File: config.mk
export PLATFORM = sky130hd
export DESIGN_NAME = multi_lane_car_counter
export DESIGN_NICKNAME = d
export VERILOG_FILES = /design/src/rtl/car_types_pkg.sv /design/src/rtl/edge_detect.sv /design/src/rtl/multi_lane_car_counter_rr_arbiter.sv /design/src/rtl/multi_lane_car_counter.sv
export SDC_FILE = /design/constraint.sdc
export NUM_CORES = 1
export LEC_CHECK = 0
export CAP_MARGIN = 0
export CELL_PAD_IN_SITES_DETAIL_PLACEMENT = 1
export CELL_PAD_IN_SITES_GLOBAL_PLACEMENT = 1
export CORE_UTILIZATION = 43
export CTS_BUF_LIST = sky130_fd_sc_hd__clkbuf_4
export CTS_CLUSTER_DIAMETER = 80
export CTS_CLUSTER_SIZE = 16
export DETAILED_ROUTE_END_ITERATION = 6
export HOLD_SLACK_MARGIN = 0.05
export PLACE_DENSITY_LB_ADDON = 0.1
export SYNTH_ARGS = -nofsm -noshare
export SYNTH_HDL_FRONTEND = slang
export SYNTH_SLANG_ARGS = --single-unit
File: constraint.sdc
create_clock -name clk -period 7.9 [get_ports clk]
set_input_delay 1.185 -clock clk [delete_from_list [all_inputs] [get_ports clk]]
set_output_delay 1.185 -clock clk [all_outputs]
set_load 0.005 [all_outputs]
File: src/rtl/car_types_pkg.sv
// Shared types for the intersection car counters: traffic light encoding and
// the round-robin pointer wrap helper.
package car_types_pkg;

    typedef enum logic [1:0] {
        RED    = 2'd0,
        YELLOW = 2'd1,
        GREEN  = 2'd2
    } strafic_light_t;

    function automatic int next_rr_idx(input int ptr, input int n);
        return (ptr + 1 >= n) ? 0 : ptr + 1;
    endfunction

endpackage

File: src/rtl/edge_detect.sv
// Rising-edge detector for a raw level input; the pulse is high in the first
// cycle the level is seen high after being low.
module edge_detect (
    input  logic clk,
    input  logic rst,
    input  logic sig,
    output logic rise
);

    logic prev_q;

    always_ff @(posedge clk or negedge rst) begin
        if (!rst) begin
            prev_q <= 1'b0;
        end else begin
            prev_q <= sig;
        end
    end

    assign rise = sig & ~prev_q;

endmodule

File: src/rtl/multi_lane_car_counter_rr_arbiter.sv
// Combinational round-robin arbiter: grants the first requester at or after
// ptr, wrapping, and flags whether any grant was made.
module rr_arbiter #(
    parameter  int N     = 4,
    localparam int PTR_W = (N > 1) ? $clog2(N) : 1
) (
    input  logic [N-1:0]     req,
    input  logic [PTR_W-1:0] ptr,
    output logic [N-1:0]     gnt,
    output logic             valid
);

    logic [PTR_W-1:0] idx;

    always_comb begin
        gnt   = '0;
        valid = 1'b0;
        idx   = '0;
        for (int k = 0; k < N; k++) begin
            idx = PTR_W'((int'(ptr) + k) % N);
            if (!valid && req[idx]) begin
                gnt[idx] = 1'b1;
                valid    = 1'b1;
            end
        end
    end

endmodule

File: src/rtl/multi_lane_car_counter.sv
// Queue-depth tracker for NUM_LANES lanes sharing one junction; a round-robin
// arbiter lets at most one car cross per cycle.
module multi_lane_car_counter
    import car_types_pkg::*;
#(
    parameter  int NUM_LANES = 4,
    parameter  int MAX_CARS  = 9,
    localparam int CNT_W     = $clog2(MAX_CARS + 1),
    localparam int TOT_W     = $clog2(NUM_LANES * MAX_CARS + 1),
    localparam int PTR_W     = (NUM_LANES > 1) ? $clog2(NUM_LANES) : 1
) (
    input  logic                                clk,
    input  logic                                rst,
    input  logic           [NUM_LANES-1:0]      car_arrived_in,
    input  logic           [NUM_LANES-1:0]      cross_req_in,
    input  strafic_light_t [NUM_LANES-1:0]      lane_light,
    output logic [NUM_LANES-1:0][CNT_W-1:0]     car_counter,
    output logic           [NUM_LANES-1:0]      cross_grant,
    output logic           [NUM_LANES-1:0]      lane_full,
    output logic           [NUM_LANES-1:0]      arrival_drop,
    output logic           [NUM_LANES-1:0]      req_drop,
    output logic           [TOT_W-1:0]          total_cars
);

    logic [NUM_LANES-1:0] arr_rise;
    logic [NUM_LANES-1:0] req_rise;
    logic [NUM_LANES-1:0] is_green;
    logic [NUM_LANES-1:0] req_set;
    logic [NUM_LANES-1:0] pending;
    logic [NUM_LANES-1:0] eligible;
    logic                 grant_valid;
    logic [PTR_W-1:0]     rr_ptr;
    logic [PTR_W-1:0]     gnt_idx;

    for (genvar i = 0; i < NUM_LANES; i++) begin : g_lane
        edge_detect u_arr_edge (
            .clk  (clk),
            .rst  (rst),
            .sig  (car_arrived_in[i]),
            .rise (arr_rise[i])
        );

        edge_detect u_req_edge (
            .clk  (clk),
            .rst  (rst),
            .sig  (cross_req_in[i]),
            .rise (req_rise[i])
        );

        // An accepted request competes for the junction in its own rise cycle.
        assign is_green[i]     = (lane_light[i] == GREEN);
        assign req_set[i]      = req_rise[i] & is_green[i] & (car_counter[i] != '0) & ~pending[i];
        assign eligible[i]     = (pending[i] | req_set[i]) & is_green[i];
        assign req_drop[i]     = pending[i] & ~is_green[i];
        assign lane_full[i]    = (car_counter[i] == CNT_W'(MAX_CARS));
        assign arrival_drop[i] = arr_rise[i] & ~cross_grant[i] & lane_full[i];

        always_ff @(posedge clk or negedge rst) begin
            if (!rst) begin
                pending[i] <= 1'b0;
            end else if (cross_grant[i] || req_drop[i]) begin
                pending[i] <= 1'b0;
            end else if (req_set[i]) begin
                pending[i] <= 1'b1;
            end
        end

        always_ff @(posedge clk or negedge rst) begin
            if (!rst) begin
                car_counter[i] <= '0;
            end else if (arr_rise[i] && !cross_grant[i] && !lane_full[i]) begin
                car_counter[i] <= car_counter[i] + CNT_W'(1);
            end else if (!arr_rise[i] && cross_grant[i]) begin
                car_counter[i] <= car_counter[i] - CNT_W'(1);
            end
        end
    end

    rr_arbiter #(
        .N (NUM_LANES)
    ) u_arbiter (
        .req   (eligible),
        .ptr   (rr_ptr),
        .gnt   (cross_grant),
        .valid (grant_valid)
    );

    always_comb begin
        gnt_idx = '0;
        for (int i = 0; i < NUM_LANES; i++) begin
            if (cross_grant[i]) begin
                gnt_idx = PTR_W'(i);
            end
        end
    end

    always_ff @(posedge clk or negedge rst) begin
        if (!rst) begin
            rr_ptr <= '0;
        end else if (grant_valid) begin
            rr_ptr <= PTR_W'(next_rr_idx(int'(gnt_idx), NUM_LANES));
        end
    end

    always_comb begin
        total_cars = '0;
        for (int i = 0; i < NUM_LANES; i++) begin
            total_cars = total_cars + TOT_W'(car_counter[i]);
        end
    end

endmodule

==> results.json, run 1 <==
{
  "syn_area_per_cell_um2": 10.9,
  "dp_hpwl_um": 4610,
  "reg2reg_depth": 13,
  "syn_to_final_growth_pct": 28.7,
  "hp-start": "car_counter[11]",
  "hold_end": "car_counter[11]",
  "hold_violations": 0,
  "fillers": 587,
  "status": "finished, final reports clean",
  "drive_gt1_share_pct": 12.8,
  "ys_ff_latch": 30,
  "postCtsSetupBuffers": 0,
  "io_pins": 56,
  "ys_seq_area_share_pct": 32.1,
  "clkSlewWorstSetupHoldPaths_ps": 90,
  "clockRootBuffer": "clkbuf_4",
  "end_kind": "output port",
  "finalClockSkew_ps": 9.89,
  "slew_headroom_pct": 65.0,
  "netlist_area_mm2": 0.00234,
  "period_minus_slack_ps": 5290,
  "layout_setup_ws_ps": 2610,
  "die_h_um": 75.8,
  "cp_num_buf_inv": 2,
  "drt-initial-drc-count": 79,
  "p_per_area_mw_per_mm2": 535,
  "start_kind": "input port",
  "crit_arrival_ps": 4100,
  "synth_edf_count": 0,
  "cp_common_cell": "clkdlybuf4s50_1",
  "rsz0062_at_grt": "false",
  "clock.fmax_ghz": 0.189,
  "drv_cap": 0,
  "totalNegativeSetupSlack_ps": 0,
  "final_nets": 324,
  "total_power_mw": 1.61,
  "synth_cell_types": 41,
  "grt-ovfl-total": 0,
  "gp_congestion": 0.779,
  "drt_first_pass_iters": 4,
  "diodes": 0,
  "rows": 26,
  "drtAntennaViolNets": 0,
  "track_usage_pct": 22.4,
  "crit_path_cell_trace": "clkdlybuf4s50_1 > and4bb_2 > a32oi_1 > mux4_4 > nor2_1 > a31oi_1 > a21o_1 > nor3_1 > clkdlybuf4s50_1",
  "htreeDepth": 2,
  "p_leak_nw": 1.30,
  "min_path_type": "reg -> reg",
  "timing.rr.end": "car_counter[15]",
  "period_share_pct": 66.9,
  "crit_slowest_cell": "mux4_4",
  "synth_fp_nets": 264,
  "dieArea_mm2": 0.00574,
  "synth_cells": 215,
  "cpPeakStageDelay_ps": 740,
  "crit_required_ps": 6710,
  "min_path_cells": 1,
  "crit_fanout": 8,
  "path_class": "in -> out",
  "reg2reg_from": "car_counter[8]",
  "cts_tree": "yes",
  "vias": 1905,
  "cts.hold.buffers_added": 0,
  "clockBufferDepth": 2,
  "antenna_found_initial": 0,
  "setup_viol": 0,
  "fp.coreArea_mm2": 0.00517,
  "critPathTopFamily": "buffers and inverters",
  "rrSetupSlack_ps": 3510,
  "die-width_um": 75.8,
  "clock-sinks": 30,
  "routed_via_density": 5.54,
  "grt_max_degree": 31,
  "pre_cts_ws_ps": 2590,
  "cts_resized": 0,
  "cts-buffers-inserted": 5,
  "grt_pass1_wl_um": 9320,
  "vdd_drop_max_uv": 727,
  "port_buffers": 55,
  "async_reset_ff_share_pct": 100,
  "drc_errors": 0,
  "worst_pin_slew_ps": 512,
  "wl_per_cell_um": 17.1,
  "slew_viol_final": 0,
  "ys.flop_type": "dfrtp_1",
  "start_util_pct": 45.2,
  "grt_pass1_vias": 1903,
  "yosys_warnings": 0,
  "finalWirelength_um": 5900,
  "clk_latency_ps": 340
}
worst max path at each step:
| stage | startpoint | to | slack [ps] | cells after the start |
|---|---|---|---|---|
| CTS | lane_light[5] | arrival_drop[3] | 2610 | 9 |
| finish | lane_light[5] | arrival_drop[3] | 2610 | 9 |
| detailed placement | lane_light[5] | arrival_drop[3] | 2590 | 9 |
| global placement | lane_light[5] | arrival_drop[2] | 2720 | 9 |
| global route | lane_light[5] | arrival_drop[3] | 2470 | 9 |
| floorplan | lane_light[4] | car_counter[15] | 3750 | 14 |
cells by family after synthesis:
family,synth area share [%]
flops,32.1
compound gates,13.4
xor+xnor,5.56
mux,9.25
buf+inv,2.89
fa+ha+maj,20.4
simple gates,16.4
state kept, by name, indices dropped and copies added, names as in the netlist:
signal                    flops
car_counter                  16
g_lane.u_arr_edge.prev_q      4
g_lane.u_req_edge.prev_q      4
pending                       4
rr_ptr                        2
cell type report:
cell class	instances	area, um^2	area share, %
clock buffer	5	37.5	1.25
clock inverter	1	3.75	0.125
inverter	14	52.6	1.74
multi-input combinational	168	1520	50.5
sequential	30	751	24.9
tap	70	87.6	2.91
timing repair buffer	56	558	18.5
report_power, final:
part | switching (mW) | leakage, nW | total [mW] | internal (mW)
Clock | 0.0522 | 0.0246 | 0.0825 | 0.0303
Sequential | 0.117 | 0.359 | 0.325 | 0.208
Combinational | 0.498 | 0.921 | 1.20 | 0.705
Total | 0.667 | 1.30 | 1.61 | 0.943
cell usage after synthesis (4+ instances only):
library cell,instances,area [um^2]
a32oi_1,4,35.0
xnor2_1,5,43.8
mux2_2,7,78.8
a31oi_1,6,37.5
nor2b_1,5,31.3
nor2_1,13,48.8
ha_1,19,238
inv_1,14,52.6
o21ai_0,4,20.0
a21oi_1,5,25.0
xor2_1,8,70.1
nand2_1,8,30.0
and4bb_2,4,50.1
a21boi_0,4,30.0
nand3_1,8,40.0
fa_1,12,240
a21o_1,7,52.6
nor3_1,7,35.0
or2_2,4,25.0
nand2b_1,9,56.3
dfrtp_1,30,751
through the flow:
stage	utilization (%)	hold slack (ps)	std cells	cell area (um^2)
after CTS	58.2	593	344	3010
after global routing	58.2	646	344	3010
after detailed placement	57.4	576	338	2970
final	58.2	597	344	3010
after global placement	57.4	581	338	2970
after floorplan	-	535	215	2340
layout by cell type (no fill, tap or decap), types with 6 or more instances in the layout:
master           count
clkdlybuf4s50_1     55
dfrtp_1             30
ha_1                19
inv_1               14
nor2_1              13
fa_1                12
nand2b_1             9
nand3_1              8
nand2_1              8
xor2_1               8
nor3_1               7
a21o_1               7
mux2_2               7
a31oi_1              6
metal layers:
layer,wire length (um),track usage [%],up-vias
met5,0,0,-
met3,188,3.57,8
met2,2990,39.6,37
met1,2650,28.3,957
met4,65,6.17,0
li1,-,-,903
(Power assumes the default switching activity.)
==> inputs of run 2 (changes only) <==
Settings changed: CORE_UTILIZATION 43 to 36.
Clock period 7.9 ns to 4.5 ns, I/O delays scaled along.
==> results.json, run 2 (same netlist as run 1, synthesis figures left out) <==
{
  "status": "finished, final reports clean",
  "drt-initial-drc-count": 114,
  "finalClockSkew_ps": 11.2,
  "postCtsSetupBuffers": 0,
  "rsz0062_at_grt": "false",
  "wl_per_cell_um": 16.3,
  "slew_viol_final": 0,
  "fp.coreArea_mm2": 0.00631,
  "drive_gt1_share_pct": 16.5,
  "clockBufferDepth": 2,
  "io_pins": 56,
  "drc_errors": 0,
  "vias": 1927,
  "period_minus_slack_ps": 4240,
  "setup_viol": 0,
  "use_met1_pct": 26.5,
  "syn_to_final_growth_pct": 32.8,
  "path_class": "reg -> out",
  "layout_setup_ws_ps": 260,
  "grt_max_degree": 31,
  "cts_tree": "yes",
  "die_h_um": 82.6,
  "gp_congestion": 0.848,
  "p_leak_nw": 1.36,
  "grt-ovfl-total": 0,
  "cts_resized": 0,
  "largest_reg_flops": 16,
  "layout_commonest_cell": "clkdlybuf4s50_1",
  "drt_first_pass_iters": 4,
  "multi_input_area_mm2": 0.00152,
  "final_nets": 334,
  "final_cell_mix": "55 x clkdlybuf4s50_1, 30 x dfrtp_1, 19 x ha_1, 14 x inv_1, 13 x nor2_1",
  "crit_fanout": 8,
  "finalWirelength_um": 5900,
  "htreeDepth": 2,
  "p_per_area_mw_per_mm2": 922,
  "drv_cap": 0,
  "clock-sinks": 30,
  "routed_via_density": 5.32,
  "drtAntennaViolNets": 0,
  "register_area_um2": 751,
  "totalNegativeSetupSlack_ps": 0,
  "grt_pass1_vias": 1983,
  "fillers": 692,
  "min_path_type": "reg -> reg",
  "grt_busiest_layer": "met2",
  "cts-buffers-inserted": 5,
  "period_share_pct": 94.2,
  "clockRootBuffer": "clkbuf_4",
  "vdd_drop_max_uv": 725,
  "grt_pass1_wl_um": 9690,
  "port_buffers": 55,
  "dieArea_mm2": 0.00683,
  "slew_headroom_pct": 68.0,
  "largest_register": "car_counter",
  "clk_latency_ps": 320,
  "clkSlewWorstSetupHoldPaths_ps": 100,
  "start_util_pct": 37.1,
  "grt_use_met2_pct": 31.2,
  "rows": 29,
  "clock.fmax_ghz": 0.236,
  "end_kind": "output port",
  "cts.hold.buffers_added": 0,
  "grtUsageMet3_pct": 3.63,
  "total_power_mw": 2.86,
  "pre_cts_ws_ps": 151,
  "crit_arrival_ps": 3560,
  "crit_required_ps": 3830,
  "antenna_found_initial": 0,
  "worst_pin_slew_ps": 480,
  "utilization_pct": 49.2,
  "track_usage_pct": 19.3,
  "diodes": 0,
  "dp_hpwl_um": 4790,
  "start_kind": "flip-flop",
  "hold_violations": 0,
  "die-width_um": 82.6
}
-- run 2: stage by stage --
| step | cell area (um^2) | cells | hold slack [ps] |
|---|---|---|---|
| after floorplan | 2340 | 215 | 379 |
| after global placement | 3050 | 355 | 590 |
| after detailed placement | 3050 | 355 | 600 |
| after CTS | 3110 | 362 | 615 |
| after global routing | 3110 | 362 | 626 |
| final | 3110 | 362 | 607 |
-- run 2: critical path: stages (launching register included) --
cell	delay, ps
dfrtp_1	490
or4_1	620
a32oi_1	430
mux4_2	420
nand2b_1	120
a31oi_1	110
a21o_1	290
nor3_1	220
clkdlybuf4s50_1	530
-- run 2: cell type report --
cell class | count | area share, %
Inverter | 14 | 1.69
Sequential cell | 30 | 24.2
Clock buffer | 7 | 1.69
Multi-Input combinational cell | 168 | 49.0
Tap cell | 77 | 3.10
Timing Repair Buffer | 66 | 20.4
-- run 2: per-layer routing --
metal / up-vias / wire, um
li1: 933 / -
met1: 948 / 2860
met2: 41 / 2790
met3: 5 / 212
met4: 0 / 40
met5: - / 0
-- run 2: final timing paths --
path / start / to / slack, ps / depth (start not counted)
min in group asynchronous: rst / car_counter[1] / 730 / 2
max in group asynchronous: rst / car_counter[9] / 3450 / 2
hold / removal: car_counter[12] / car_counter[12] / 610 / 2
setup / recovery: car_counter[9] / arrival_drop[2] / 260 / 8
setup reg to reg: car_counter[9] / car_counter[11] / 470 / 13
hold reg to reg: car_counter[12] / car_counter[12] / 610 / 2
-- run 2: power breakdown --
| part | internal, mW | total (mW) | switching [mW] |
|---|---|---|---|
| sequential | 0.366 | 0.483 | 0.118 |
| combinational | 1.29 | 2.22 | 0.927 |
| clock | 0.0710 | 0.162 | 0.0913 |
==> inputs of run 3 (changes only) <==
Settings changed: ABC_CLOCK_PERIOD_IN_PS set to 4500, PLACE_DENSITY set to 0.75, PLACE_DENSITY_LB_ADDON 0.1 to not set, TNS_END_PERCENT set to 30.
==> results.json, run 3 (same netlist as run 1, synthesis figures left out) <==
{
  "final_cell_mix": "55 x clkdlybuf4s50_1, 30 x dfrtp_1, 19 x ha_1, 14 x inv_1, 13 x nor2_1",
  "cts_resized": 0,
  "vias": 1910,
  "rows": 29,
  "drv_cap": 0,
  "clockRootBuffer": "clkbuf_4",
  "crit_required_ps": 3830,
  "grt_pass1_vias": 2028,
  "worst_pin_slew_ps": 479,
  "htreeDepth": 2,
  "fp.coreArea_mm2": 0.00631,
  "layout_setup_ws_ps": 231,
  "largest_register": "car_counter",
  "start_util_pct": 37.1,
  "diodes": 0,
  "syn_to_final_growth_pct": 31.2,
  "clk_latency_ps": 330,
  "cts.hold.buffers_added": 0,
  "final_nets": 329,
  "slew_viol_final": 0,
  "slew_headroom_pct": 68.1,
  "track_usage_pct": 18.7,
  "pre_cts_ws_ps": 103,
  "reg2reg_from": "car_counter[8]",
  "grt_max_degree": 31,
  "stdcell_area_mm2": 0.00307,
  "startpoint": "lane_light[1]",
  "start_kind": "input port",
  "drive_gt1_share_pct": 14.9,
  "p_leak_nw": 1.34,
  "wl_per_cell_um": 16.3,
  "total_power_mw": 2.83,
  "clock.fmax_ghz": 0.234,
  "routed_via_density": 5.34,
  "setup_viol": 0,
  "rsz0062_at_grt": "false",
  "finalClockSkew_ps": 8.37,
  "postCtsSetupBuffers": 0,
  "layout_commonest_cell": "clkdlybuf4s50_1",
  "end_kind": "output port",
  "period_share_pct": 94.9,
  "largest_reg_flops": 16,
  "crit_arrival_ps": 3590,
  "finalWirelength_um": 5820,
  "hold_slack_ps": 589,
  "clock-sinks": 30,
  "port_buffers": 55,
  "antenna_found_initial": 0,
  "path_class": "in -> out",
  "grt_pass1_wl_um": 9490,
  "cts-buffers-inserted": 5,
  "dp_hpwl_um": 4660,
  "drc_errors": 0,
  "crit_fanout": 8,
  "grt-ovfl-total": 0,
  "p_per_area_mw_per_mm2": 920,
  "io_pins": 56,
  "drt-initial-drc-count": 23,
  "drtAntennaViolNets": 0,
  "clkSlewWorstSetupHoldPaths_ps": 100,
  "cts_tree": "yes",
  "status": "finished, final reports clean",
  "vdd_drop_max_uv": 732,
  "min_path_type": "reg -> reg",
  "gp_congestion": 0.787,
  "die_h_um": 82.6,
  "die-width_um": 82.6,
  "hp-start": "car_counter[11]",
  "totalNegativeSetupSlack_ps": 0,
  "hold_violations": 0,
  "period_minus_slack_ps": 4270,
  "dieArea_mm2": 0.00683,
  "postPlaceCellArea_mm2": 0.00302,
  "drt_first_pass_iters": 4,
  "clockBufferDepth": 2
}
[run 3: cell count changes in the layout (fill, tap and decap cells not counted)]
cell      change
clkinv_2      +1
clkbuf_4      -1
buf_4         -5
clkinv_1      +1
[run 3: worst max-delay path, cell delays in order]
cell	delay (ps)
clkdlybuf4s50_1	530
and4bb_2	270
a32oi_1	140
mux4_4	710
nor2_1	140
a31oi_1	70
a21o_1	220
nor3_1	280
clkdlybuf4s50_1	550
[run 3: per-layer routing]
metal	track usage (%)	wire (um)	share of wire, %	vias to the layer above
met5	0	0	0	-
met1	24.5	2770	48	950
met3	3.08	215	3.7	6
met2	31.7	2760	47	41
met4	5.69	80	1.4	0
li1	-	-	-	913
[run 3: area by class of cell]
class                           instances  area (um^2)
Fill cell                             703         3240
Multi-Input combinational cell        168         1520
Sequential cell                        30          751
Timing Repair Buffer                   61          596
Tap cell                               77         96.3
Inverter                               14         52.6
Clock buffer                            6         45.0
Clock inverter                          2         8.76
[run 3: path summary, 6_finish.rpt]
| kind | slack (ps) | endpoint | depth (start not counted) |
|---|---|---|---|
| max | 230 | arrival_drop[2] | 9 |
| min | 590 | car_counter[11] | 1 |
| max reg2reg | 440 | car_counter[15] | 13 |
| min reg2reg | 590 | car_counter[11] | 1 |
| max in group asynchronous | 3460 | pending[3] | 2 |
| min in group asynchronous | 730 | car_counter[13] | 2 |
[run 3: where the power goes]
part / switching, mW / internal, mW
sequential: 0.186 / 0.365
clock: 0.0960 / 0.0647
combinational: 0.859 / 1.26
total: 1.14 / 1.68
[run 3: metrics by stage]
step / util, % / cells
floorplan: - / 215
global placement: 47.8 / 350
detailed placement: 47.8 / 350
CTS: 48.6 / 358
global route: 48.6 / 358
finish: 48.6 / 358
